$ cat config.mk
export PLATFORM = sky130hd
export DESIGN_NAME = trace_capture_buffer
export DESIGN_NICKNAME = d
export VERILOG_FILES = /design/src/rtl/trace_capture_buffer.sv
export SDC_FILE = /design/constraint.sdc
export NUM_CORES = 1
export LEC_CHECK = 0
export CAP_MARGIN = 25
export CORE_MARGIN = 4
export CORE_UTILIZATION = 60
export CTS_CLUSTER_DIAMETER = 50
export DETAILED_ROUTE_END_ITERATION = 16
export HOLD_SLACK_MARGIN = 0.08
export PLACE_DENSITY = 0.89
export SYNTH_ARGS = -nofsm -noshare
export SYNTH_HDL_FRONTEND = slang
export SYNTH_SLANG_ARGS = --single-unit
$ cat constraint.sdc
create_clock -name i_clock -period 9.4 [get_ports i_clock]
set_clock_uncertainty 0.05 [all_clocks]
set_input_delay 1.41 -clock i_clock [delete_from_list [all_inputs] [get_ports i_clock]]
set_output_delay 1.41 -clock i_clock [all_outputs]
set_load 0.01 [all_outputs]
$ cat src/rtl/trace_capture_buffer.sv
// Commit-trace capture buffer: PC-triggered circular record store, drained oldest-first.
// Optional cycle stamping is enabled by defining TRACE_CYCLE_STAMP_EN.
module trace_capture_buffer #(
  parameter int XLEN  = 32,
  parameter int DEPTH = 16,
  parameter int CNT_W = 32
) (
  input  logic                       i_clock,
  input  logic                       i_reset,
  input  logic                       i_arm,
  input  logic                       i_mode,
  input  logic                       i_trigEn,
  input  logic [XLEN-1:0]            i_trigPC,
  input  logic                       i_stop,
  input  logic                       i_commitValid,
  input  logic [XLEN-1:0]            i_PC,
  input  logic [4:0]                 i_rdAddr,
  input  logic [XLEN-1:0]            i_rdData,
  output logic                       o_rdValid,
  input  logic                       i_rdReady,
  output logic [XLEN-1:0]            o_recPC,
  output logic [4:0]                 o_recRdAddr,
  output logic [XLEN-1:0]            o_recRdData,
  output logic [CNT_W-1:0]           o_recCycle,
  output logic [1:0]                 o_state,
  output logic [$clog2(DEPTH):0]     o_count,
  output logic                       o_overflow
);

  localparam int AW = $clog2(DEPTH);
  localparam int CW = AW + 1;

  typedef enum logic [1:0] {
    S_IDLE  = 2'd0,
    S_ARMED = 2'd1,
    S_CAPT  = 2'd2,
    S_DONE  = 2'd3
  } state_t;

  state_t          r_state;
  state_t          w_next;
  logic [AW-1:0]   r_wptr;
  logic [AW-1:0]   r_rptr;
  logic [CW-1:0]   r_count;
  logic            r_overflow;
  logic            r_mode;
  logic            w_rdValid;
  logic            w_match;
  logic            w_full;
  logic            w_we;
  logic            w_ovw;
  logic            w_pop;

  logic [XLEN-1:0] r_memPC   [DEPTH];
  logic [4:0]      r_memRd   [DEPTH];
  logic [XLEN-1:0] r_memData [DEPTH];

  assign w_match = (i_PC == i_trigPC);
  assign w_full  = (r_count == CW'(DEPTH));

  // A stop in ARMED wins over a same-cycle trigger match.
  assign w_we = !i_arm && i_commitValid &&
                ((r_state == S_CAPT) ||
                 (r_state == S_ARMED && w_match && !i_stop));
  assign w_ovw = w_we && r_mode && w_full;
  assign w_pop = !i_arm && w_rdValid && i_rdReady;

  always_ff @(posedge i_clock or posedge i_reset) begin
    if (i_reset) r_state <= S_IDLE;
    else         r_state <= w_next;
  end

  always_comb begin
    w_next = r_state;
    if (i_arm) begin
      w_next = i_trigEn ? S_ARMED : S_CAPT;
    end else begin
      case (r_state)
        S_ARMED: begin
          if (i_stop)    w_next = S_DONE;
          else if (w_we) w_next = S_CAPT;
        end
        S_CAPT: begin
          if (i_stop)
            w_next = S_DONE;
          else if (w_we && !r_mode && r_count == CW'(DEPTH - 1))
            w_next = S_DONE;
        end
        default: w_next = r_state;
      endcase
    end
  end

  always_comb begin
    w_rdValid = (r_state == S_DONE) && (r_count != '0);
  end

  always_ff @(posedge i_clock or posedge i_reset) begin
    if (i_reset) begin
      r_wptr     <= '0;
      r_rptr     <= '0;
      r_count    <= '0;
      r_overflow <= 1'b0;
      r_mode     <= 1'b0;
    end else if (i_arm) begin
      r_wptr     <= '0;
      r_rptr     <= '0;
      r_count    <= '0;
      r_overflow <= 1'b0;
      r_mode     <= i_mode;
    end else begin
      if (w_we) begin
        r_wptr <= r_wptr + AW'(1);
        if (w_ovw) begin
          r_rptr     <= r_rptr + AW'(1);
          r_overflow <= 1'b1;
        end else begin
          r_count <= r_count + CW'(1);
        end
      end
      if (w_pop) begin
        r_rptr  <= r_rptr + AW'(1);
        r_count <= r_count - CW'(1);
      end
    end
  end

  always_ff @(posedge i_clock) begin
    if (w_we) begin
      r_memPC[r_wptr]   <= i_PC;
      r_memRd[r_wptr]   <= i_rdAddr;
      r_memData[r_wptr] <= i_rdData;
    end
  end

`ifdef TRACE_CYCLE_STAMP_EN
  logic [CNT_W-1:0] r_cycle;
  logic [CNT_W-1:0] r_memCyc [DEPTH];

  always_ff @(posedge i_clock or posedge i_reset) begin
    if (i_reset) r_cycle <= '0;
    else         r_cycle <= r_cycle + CNT_W'(1);
  end

  always_ff @(posedge i_clock) begin
    if (w_we) r_memCyc[r_wptr] <= r_cycle;
  end

  assign o_recCycle = w_rdValid ? r_memCyc[r_rptr] : '0;
`else
  assign o_recCycle = '0;
`endif

  // Record outputs are gated so they read zero whenever nothing is offered.
  assign o_recPC     = w_rdValid ? r_memPC[r_rptr]   : '0;
  assign o_recRdAddr = w_rdValid ? r_memRd[r_rptr]   : '0;
  assign o_recRdData = w_rdValid ? r_memData[r_rptr] : '0;
  assign o_rdValid   = w_rdValid;
  assign o_state     = r_state;
  assign o_count     = r_count;
  assign o_overflow  = r_overflow;

endmodule

== Word level (Yosys, flattened, before mapping) ==
Memories as Yosys holds them, arrays and structs flattened.
Cells that the tools add are included.

* Register bits after elaboration: 17
* Bits in writable memories: 1104
* Input bits: 109
* Output and inout port bits: 110
* Logic and storage cells: 72
* Memories: 3

{| class="wikitable"
|+ Memory list
! memory !! depth !! bits a word !! read ports !! clocked after Yosys merged registers in !! write ports !! line !! source
|-
| r_memData || 16 || 32 || 1 || 0 || 1 || 56 || <nowiki>logic [XLEN-1:0] r_memData [DEPTH];</nowiki>
|-
| r_memPC || 16 || 32 || 1 || 0 || 1 || 54 || <nowiki>logic [XLEN-1:0] r_memPC [DEPTH];</nowiki>
|-
| r_memRd || 16 || 5 || 1 || 0 || 1 || 55 || <nowiki>logic [4:0] r_memRd [DEPTH];</nowiki>
|}

* Add/sub/neg operators: 4
* Eq/ne operators: 9
* Mux-type cells: 25
* Reduce and logical (&&, ||, !) cells: 25

{| class="wikitable"
|+ Operators with widths
! operator !! count
|-
| $mux 32 || 2
|-
| $eq 32x32->1 || 1
|-
| $mux 5 || 5
|-
| $mux 4 || 6
|-
| $mux 2 || 6
|-
| $logic_and 1x1->1 || 11
|-
| $reduce_bool 3->1 || 3
|-
| $add 4x1->4 const B || 2
|-
| $reduce_and 2->1 || 3
|-
| $add 5x1->5 const B || 1
|-
| $eq 5x4->1 const B || 1
|-
| $eq 5x5->1 const B || 1
|-
| $mux 1 || 5
|-
| $reduce_bool 5->1 || 1
|-
| $sub 5x1->5 const B || 1
|-
| $eq 2x2->1 const B || 2
|-
| $ne 4x3->1 const B || 1
|-
| $ne 4x4->1 const B || 1
|-
| $pmux 2 s2 || 1
|-
| $reduce_bool 2->1 || 2
|-
| $logic_not 1->1 || 3
|-
| $ne 3x2->1 const B || 1
|-
| $reduce_and 3->1 || 1
|-
| $eq 2x1->1 const B || 1
|-
| $logic_or 1x1->1 || 1
|}

== Logic depth before layout (Yosys ltp) ==
Gate-level depths: netlist (run 1).

* Depth after elaboration: 11
* Mapped depth: 12
* Depth with buffers taken out: 11

== Worst setup path before layout (run 1) ==
No wires, ideal clock.

* Path type: in2reg
* Start: input port i_stop
* End: memory r_memData[9][0] (enable)
* Library setup time: 0.581 ns
* Data arrival time: 7.888 ns
* Slack: 0.881 ns
* Cell stages on the path: 7
* Path buffers: 1
* Cell sequence: nand2b_1 or3_1 or4_4 buf_6 o31ai_4 nand3_2 nor3_1

* Cells in the longest elaborated chain, start to end: 6

{| class="wikitable"
|+ RTL lines
! item !! line !! source
|-
| from (decl) || 14 || <nowiki>input logic i_stop,</nowiki>
|-
| $logic_not 1->1 || 64 || <nowiki>(r_state == S_ARMED && w_match && !i_stop));</nowiki>
|-
| $logic_and 1x1->1 || 64 ||
|-
| $logic_or 1x1->1 || 63 || <nowiki>((r_state == S_CAPT) ||</nowiki>
|-
| $logic_and 1x1->1 || 62 || <nowiki>assign w_we = !i_arm && i_commitValid &&</nowiki>
|-
| $mux 1 || 129 || <nowiki>if (w_we) begin</nowiki>
|-
| $mux 1 (not written as such) || 132 || <nowiki>r_memData[r_wptr] <= i_rdData;</nowiki>
|-
| to (decl) || 56 ||
|}

Every way passes these cells.

== Worst setup path in the final report (run 1) ==
* Start: input port i_PC[13]
* End: memory r_memPC[12][20] (enable)

* Cells in the longest elaborated chain, start to end: 7

{| class="wikitable"
|+ RTL lines
! item !! line !! source
|-
| from (decl) || 16 || <nowiki>input logic [XLEN-1:0] i_PC,</nowiki>
|-
| $eq 32x32->1 || 58 || <nowiki>assign w_match = (i_PC == i_trigPC);</nowiki>
|-
| $logic_and 1x1->1 (2 in series) || 64 ||
|-
| $logic_or 1x1->1 || 63 ||
|-
| $logic_and 1x1->1 || 62 ||
|-
| $mux 1 || 129 ||
|-
| $mux 1 (not written as such) || 130 || <nowiki>r_memPC[r_wptr] <= i_PC;</nowiki>
|-
| to (decl) || 54 ||
|}

Every way passes these cells.

==> results_dict.tcl, run 1 <==
set metrics [dict create \
    rsz0062_at_grt "false" \
    cts_hold_buf 0 \
    synth_top_family_by_area "multiplexers" \
    vdd_drop_max_uv 174 \
    clock.fmax_mhz 143 \
    cts_tree "built" \
    r2r_slack_ps 4170 \
    synth-edff-count 1104 \
    die_area_um2 77100 \
    cts_buffer_depth 3 \
    syn_to_final_growth_pct 15.4 \
    synth_warnings 0 \
    die_w_um 278 \
    drc 0 \
    path_max_fanout 46 \
    io_pins 219 \
    intPower_mw 8.48 \
    p_sw_mw 2.40 \
    ys_types 54 \
    finalSetupViolCount 0 \
    required_ps 9620 \
    fin_crit_ps 7010 \
    cp-start-kind "input port" \
    cp-end-kind "register" \
    fp.dieH_um 278 \
    grt_pass1_vias 22722 \
    antenna_found_initial 13 \
    setup_slack_ps 2390 \
    drt-total-wl_um 117000 \
    grt_max_degree 162 \
    drtPass1Iterations 6 \
    fin_tns_setup_ps 0 \
    cts_setup_buffers 0 \
    gr-total-overflow 0 \
    initial_utilization_pct 60.8 \
    fin_area_um2 50300 \
    drt_iter0_drc 3717 \
    power_frac_seq_pct 50.9 \
    p_per_area_nw_per_um2 216 \
    layout-drive-gt1-share_pct 26.9 \
    placementRows 98 \
    synth_fa_ha_area_share_pct 0.275 \
    cts_resized 0 \
    critPathKind "input port to register" \
    io_buffer_count 186 \
    multiInputGateArea_um2 9630 \
    rr_worst_depth 7 \
    final_common_cell "edfxtp_1" \
    relSlewSlack_pct 29.8 \
    fill_cells 3759 \
    synth-xor-area-share_pct 0.682 \
    ff_latch_area_um2 33600 \
    synth-compound-area-share_pct 0.556 \
    ys_seq_area_share_pct 76.9 \
    dp_cells 2918 \
    crit_end "r_memPC[12][20]$_DFFE_PP_" \
    synth_area_um2 43600 \
    worstSkewPairLatency_ps 690 \
    utilization_pct 70.2 \
    r2r_start "o_state[0]$_DFFE_PP0P_" \
    clock-root-buffer "clkbuf_16" \
    synth_cells 1840 \
    dpl_cell_area_um2 46600 \
    slew_violations 0 \
    arrival_ps 7230 \
    hold_class "register to register" \
    yosys-mux-area-fraction_pct 18.0 \
    p_sw_share_pct 22.0 \
    path_clk_slew_ps 60 \
    clkPwrFrac_pct 41.4 \
    async_reset_ff_share_pct 1.52 \
    leakage_nw 15.5 \
    synth-simple-area-share_pct 2.05 \
    cap_violations 0 \
    placeableCoreArea_um2 71700 \
    pre_cts_slack_ps 1980 \
    post_drt_wl_per_cell_um 37.3 \
    worst_slew_pin_slew_ps 1050 \
    critPathLaunch "i_PC[13]" \
    grt_pass1_wl_um 168000 \
    layout_common_cells "edfxtp_1, mux4_2, clkdlybuf4s50_1" \
    vias_per_cell 7.09 \
    num-nets-final 2198 \
    synth_area_per_cell_um2 23.7 \
    synth_seq_cells 1121 \
    numCtsBuffers 107 \
    grt_usage_pct 30.3 \
    hold_viol_final 0 \
    fin_crit_sh_pct 74.6 \
    cts_sinks 1121 \
    drtAntennaViolNets 0 \
    hpwl_um 58500 \
    status "completed" \
    synth-main-ff-cell "edfxtp_1" \
    r2r-end "r_memPC[12][20]$_DFFE_PP_" \
    vias 22170 \
    instances_no_fill 3128 \
    comb_power_share_pct 7.7 \
    gp_congestion 0.847 \
    htree_levels 3 \
]
==> cell type report <==
cell class | instances | area share [%]
well taps | 950 | 2.36
diodes | 7 | 0.0348
clock buffers | 124 | 5.57
repair buffers | 224 | 4.48
flip-flops and latches | 1121 | 66.7
clock inverters | 76 | 1.60
multi-input cells | 613 | 19.1
inverters | 13 | 0.0969
==> metal layers <==
metal | vias to the layer above | GRT usage [%] | wire length (um)
li1 | 8235 | - | -
met1 | 11483 | 41.9 | 40000
met2 | 2080 | 48.6 | 57400
met3 | 360 | 7.67 | 14400
met4 | 12 | 10.0 | 4790
met5 | - | 0 | 75
==> power groups by stage <==
stage	clock [mW]	sequential, mW	combinational, mW
after CTS	4.53	5.53	0.831
after detailed placement	0	5.64	0.805
after floorplan	0	5.63	0.516
after global placement	0	5.64	0.774
after global routing	4.77	5.53	0.880
final	4.51	5.54	0.834
==> state kept, by name (all words and copies together), names as in the netlist <==
signal and flops:
o_count 5, o_overflow 1, o_state 2, r_memData 512
r_memPC 512, r_memRd 80, r_mode 1, r_rptr 4
r_wptr 4
==> cells in the mapped netlist (all sizes together) (4+ instances only) <==
cell       n  area (um^2)
a21oi      5         25.0
and2      70          438
buf       59          359
clkbuf    65          244
dfrtp     17          425
edfxtp  1104        33200
ha         8          100
inv       13         48.8
mux2       5         60.1
mux4     345         7770
nand2     19         78.8
nand3      5         30.0
nand4      5         31.3
nor2      18         67.6
nor2b      4         25.0
nor3      14         70.1
nor4       9         83.8
o21ai      8         40.0
xnor2     17          149
xor2      17          149
==> kinds of logic after synthesis <==
kind of cell             count (synthesis)
XOR/XNOR                                34
adder cells (fa/ha/maj)                  9
flip-flops                            1121
multiplexers                           352
buffers and inverters                  137
AND/OR/NAND/NOR                        153
other                                    1
AO/OA/AOI/OAI                           33
==> stage by stage <==
| step | total power [mW] | hold slack, ps |
|---|---|---|
| 4_1_cts | 10.9 | 534 |
| 6_report | 10.9 | 540 |
| 3_5_place_dp | 6.45 | 520 |
| 3_3_place_gp | 6.41 | 502 |
| 2_1_floorplan | 6.14 | 455 |
| 5_1_grt | 11.2 | 554 |
==> critical path: stages <==
cell             delay, ps
clkdlybuf4s50_1        830
xor2_1                 310
nor4_1                 890
nand4_1                700
o31ai_4                760
nand3_2                490
nor2_4                 950
buf_4                  830
==> worst min-delay path by stage <==
stage,startpoint,endpoint,slack (ps),cells after the start
after floorplan,r_mode$_DFFE_PP0P_,r_mode$_DFFE_PP0P_,460,1
after global placement,r_mode$_DFFE_PP0P_,r_mode$_DFFE_PP0P_,500,1
after detailed placement,r_mode$_DFFE_PP0P_,r_mode$_DFFE_PP0P_,520,1
after CTS,r_mode$_DFFE_PP0P_,r_mode$_DFFE_PP0P_,530,1
after global routing,r_mode$_DFFE_PP0P_,r_mode$_DFFE_PP0P_,550,1
final,r_mode$_DFFE_PP0P_,r_mode$_DFFE_PP0P_,540,1
No activity file was read; power rests on OpenSTA's default activity.
==> inputs of run 2 (changes only) <==
clock period = 6.5 ns   (was 9.4 ns; I/O delays follow)
==> results_dict.tcl, run 2 (synthesized netlist as in run 1, its figures left out) <==
set metrics [dict create \
    status "completed" \
    reg_top3 "r_memData: 512 flops, r_memPC: 512 flops, r_memRd: 80 flops" \
    num-nets-final 2223 \
    antenna_found_initial 16 \
    drtPass1Iterations 5 \
    fin_area_um2 50700 \
    cp_slowest_stage_delay_ps 850 \
    rr_worst_depth 7 \
    cts_resized 0 \
    numCtsBuffers 111 \
    clock.fmax_mhz 173 \
    leakage_nw 15.6 \
    fp.dieH_um 278 \
    dpl_cell_area_um2 47000 \
    hpwl_um 60600 \
    cts_hold_buf 0 \
    io_pins 219 \
    r2r_start "o_state[0]$_DFFE_PP0P_" \
    vias 22692 \
    vdd_drop_max_uv 224 \
    rsz0062_at_grt "false" \
    cap_violations 0 \
    fin_crit_ps 5770 \
    post_drt_wl_per_cell_um 38.7 \
    drt-total-wl_um 122000 \
    path_max_fanout 36 \
    arrival_ps 6030 \
    placementRows 98 \
    hold_end "o_overflow$_DFFE_PP0P_" \
    hold_viol_final 0 \
    syn_to_final_growth_pct 16.2 \
    vias_per_cell 7.19 \
    required_ps 6750 \
    p_total_mw 15.7 \
    die_area_um2 77100 \
    cts_setup_buffers 0 \
    final_common_cell "edfxtp_1" \
    cp-end-kind "register" \
    cts_tree "built" \
    layout_common_cells "edfxtp_1, mux4_2, clkdlybuf4s50_1" \
    relSlewSlack_pct 32.9 \
    gp_congestion 0.828 \
    drtAntennaViolNets 0 \
    finalSetupViolCount 0 \
    worstSkewPairLatency_ps 670 \
    hold_class "register to register" \
    hold_depth 2 \
    fin_crit_sh_pct 88.8 \
    r2r_slack_ps 2050 \
    slew_violations 0 \
    initial_utilization_pct 60.8 \
    htree_levels 3 \
    clock-root-buffer "clkbuf_16" \
    layout-drive-gt1-share_pct 27.6 \
    placeableCoreArea_um2 71700 \
    p_per_area_nw_per_um2 310 \
    io_buffer_count 186 \
    worst_slew_pin_slew_ps 1010 \
    die_w_um 278 \
    path_cells "clkdlybuf4s50_1 -> xor2_1 -> nor4_1 -> nand4_1 -> o31ai_4 -> nand3_2 -> nor3_4 -> buf_4" \
    r2r-end "r_memPC[9][26]$_DFFE_PP_" \
    grt_usage_pct 30.9 \
    grt_max_degree 75 \
    critPathKind "input port to register" \
    drt_iter0_drc 3827 \
    fill_cells 3800 \
    grt_pass1_vias 22799 \
    min_from "o_overflow$_DFFE_PP0P_" \
    cts_sinks 1121 \
    critPathSlowestCell "o31ai_4" \
    gr-total-overflow 0 \
    path_clk_slew_ps 70 \
    cp-start-kind "input port" \
    grt_pass1_wl_um 171000 \
    cts_buffer_depth 3 \
    drc 0 \
]
run 2: layer usage:
| metal | wire, um | global-route usage (%) | vias to the layer above | part of all wire (%) |
|---|---|---|---|---|
| met5 | 94 | 0 | - | 0.077 |
| met4 | 5410 | 12.1 | 14 | 4.4 |
| met3 | 14400 | 6.54 | 343 | 12 |
| met2 | 62100 | 51.2 | 2326 | 51 |
| met1 | 40200 | 41.1 | 11700 | 33 |
| li1 | - | - | 8309 | - |
run 2: worst max-delay path by stage:
stage | endpoint | slack (ps) | start
finish | r_memPC[9][26]$_DFFE_PP_ | 730 | i_PC[15]
global route | r_memData[14][9]$_DFFE_PP_ | 470 | i_PC[15]
CTS | r_memData[14][17]$_DFFE_PP_ | 990 | i_PC[15]
detailed placement | r_memData[14][13]$_DFFE_PP_ | 410 | i_PC[15]
global placement | r_memData[14][11]$_DFFE_PP_ | 730 | i_PC[15]
floorplan | r_memData[0][0]$_DFFE_PP_ | -1510 | i_stop
run 2: layout make-up:
class,count,area (um^2),area share (%)
Multi-Input combinational cell,613,9640,19.0
Tap cell,950,1190,2.35
Clock inverter,71,689,1.36
Antenna cell,9,22.5,0.0444
Inverter,13,48.8,0.0963
Clock buffer,136,2890,5.71
Sequential cell,1121,33600,66.3
Timing Repair Buffer,245,2620,5.16
run 2: through the flow:
stage          setup slack [ps]  hold WS [ps]  utilization, %  instances  setup TNS (ps)
3_3_place_gp                730           491            65.5       2939               0
2_1_floorplan             -1510           455               -       1871         -868030
5_1_grt                     472           558            70.6       3154               0
4_1_cts                     986           516            70.6       3147               0
6_report                    729           522            70.7       3158               0
3_5_place_dp                407           497            65.6       2940               0
run 2: critical path, delay by kind of cell:
family / cells / cell delay (ps)
xor+xnor: 1 / 300
buf+inv: 2 / 1380
simple gates: 4 / 2450
compound gates: 1 / 850
run 2: power by group:
part	internal (mW)	switching [mW]	total (mW)	leakage (nW)
clock	3.56	2.90	6.46	1.73
sequential	7.97	0.0436	8.01	10.1
combinational	0.627	0.618	1.25	3.73
total	12.2	3.56	15.7	15.6
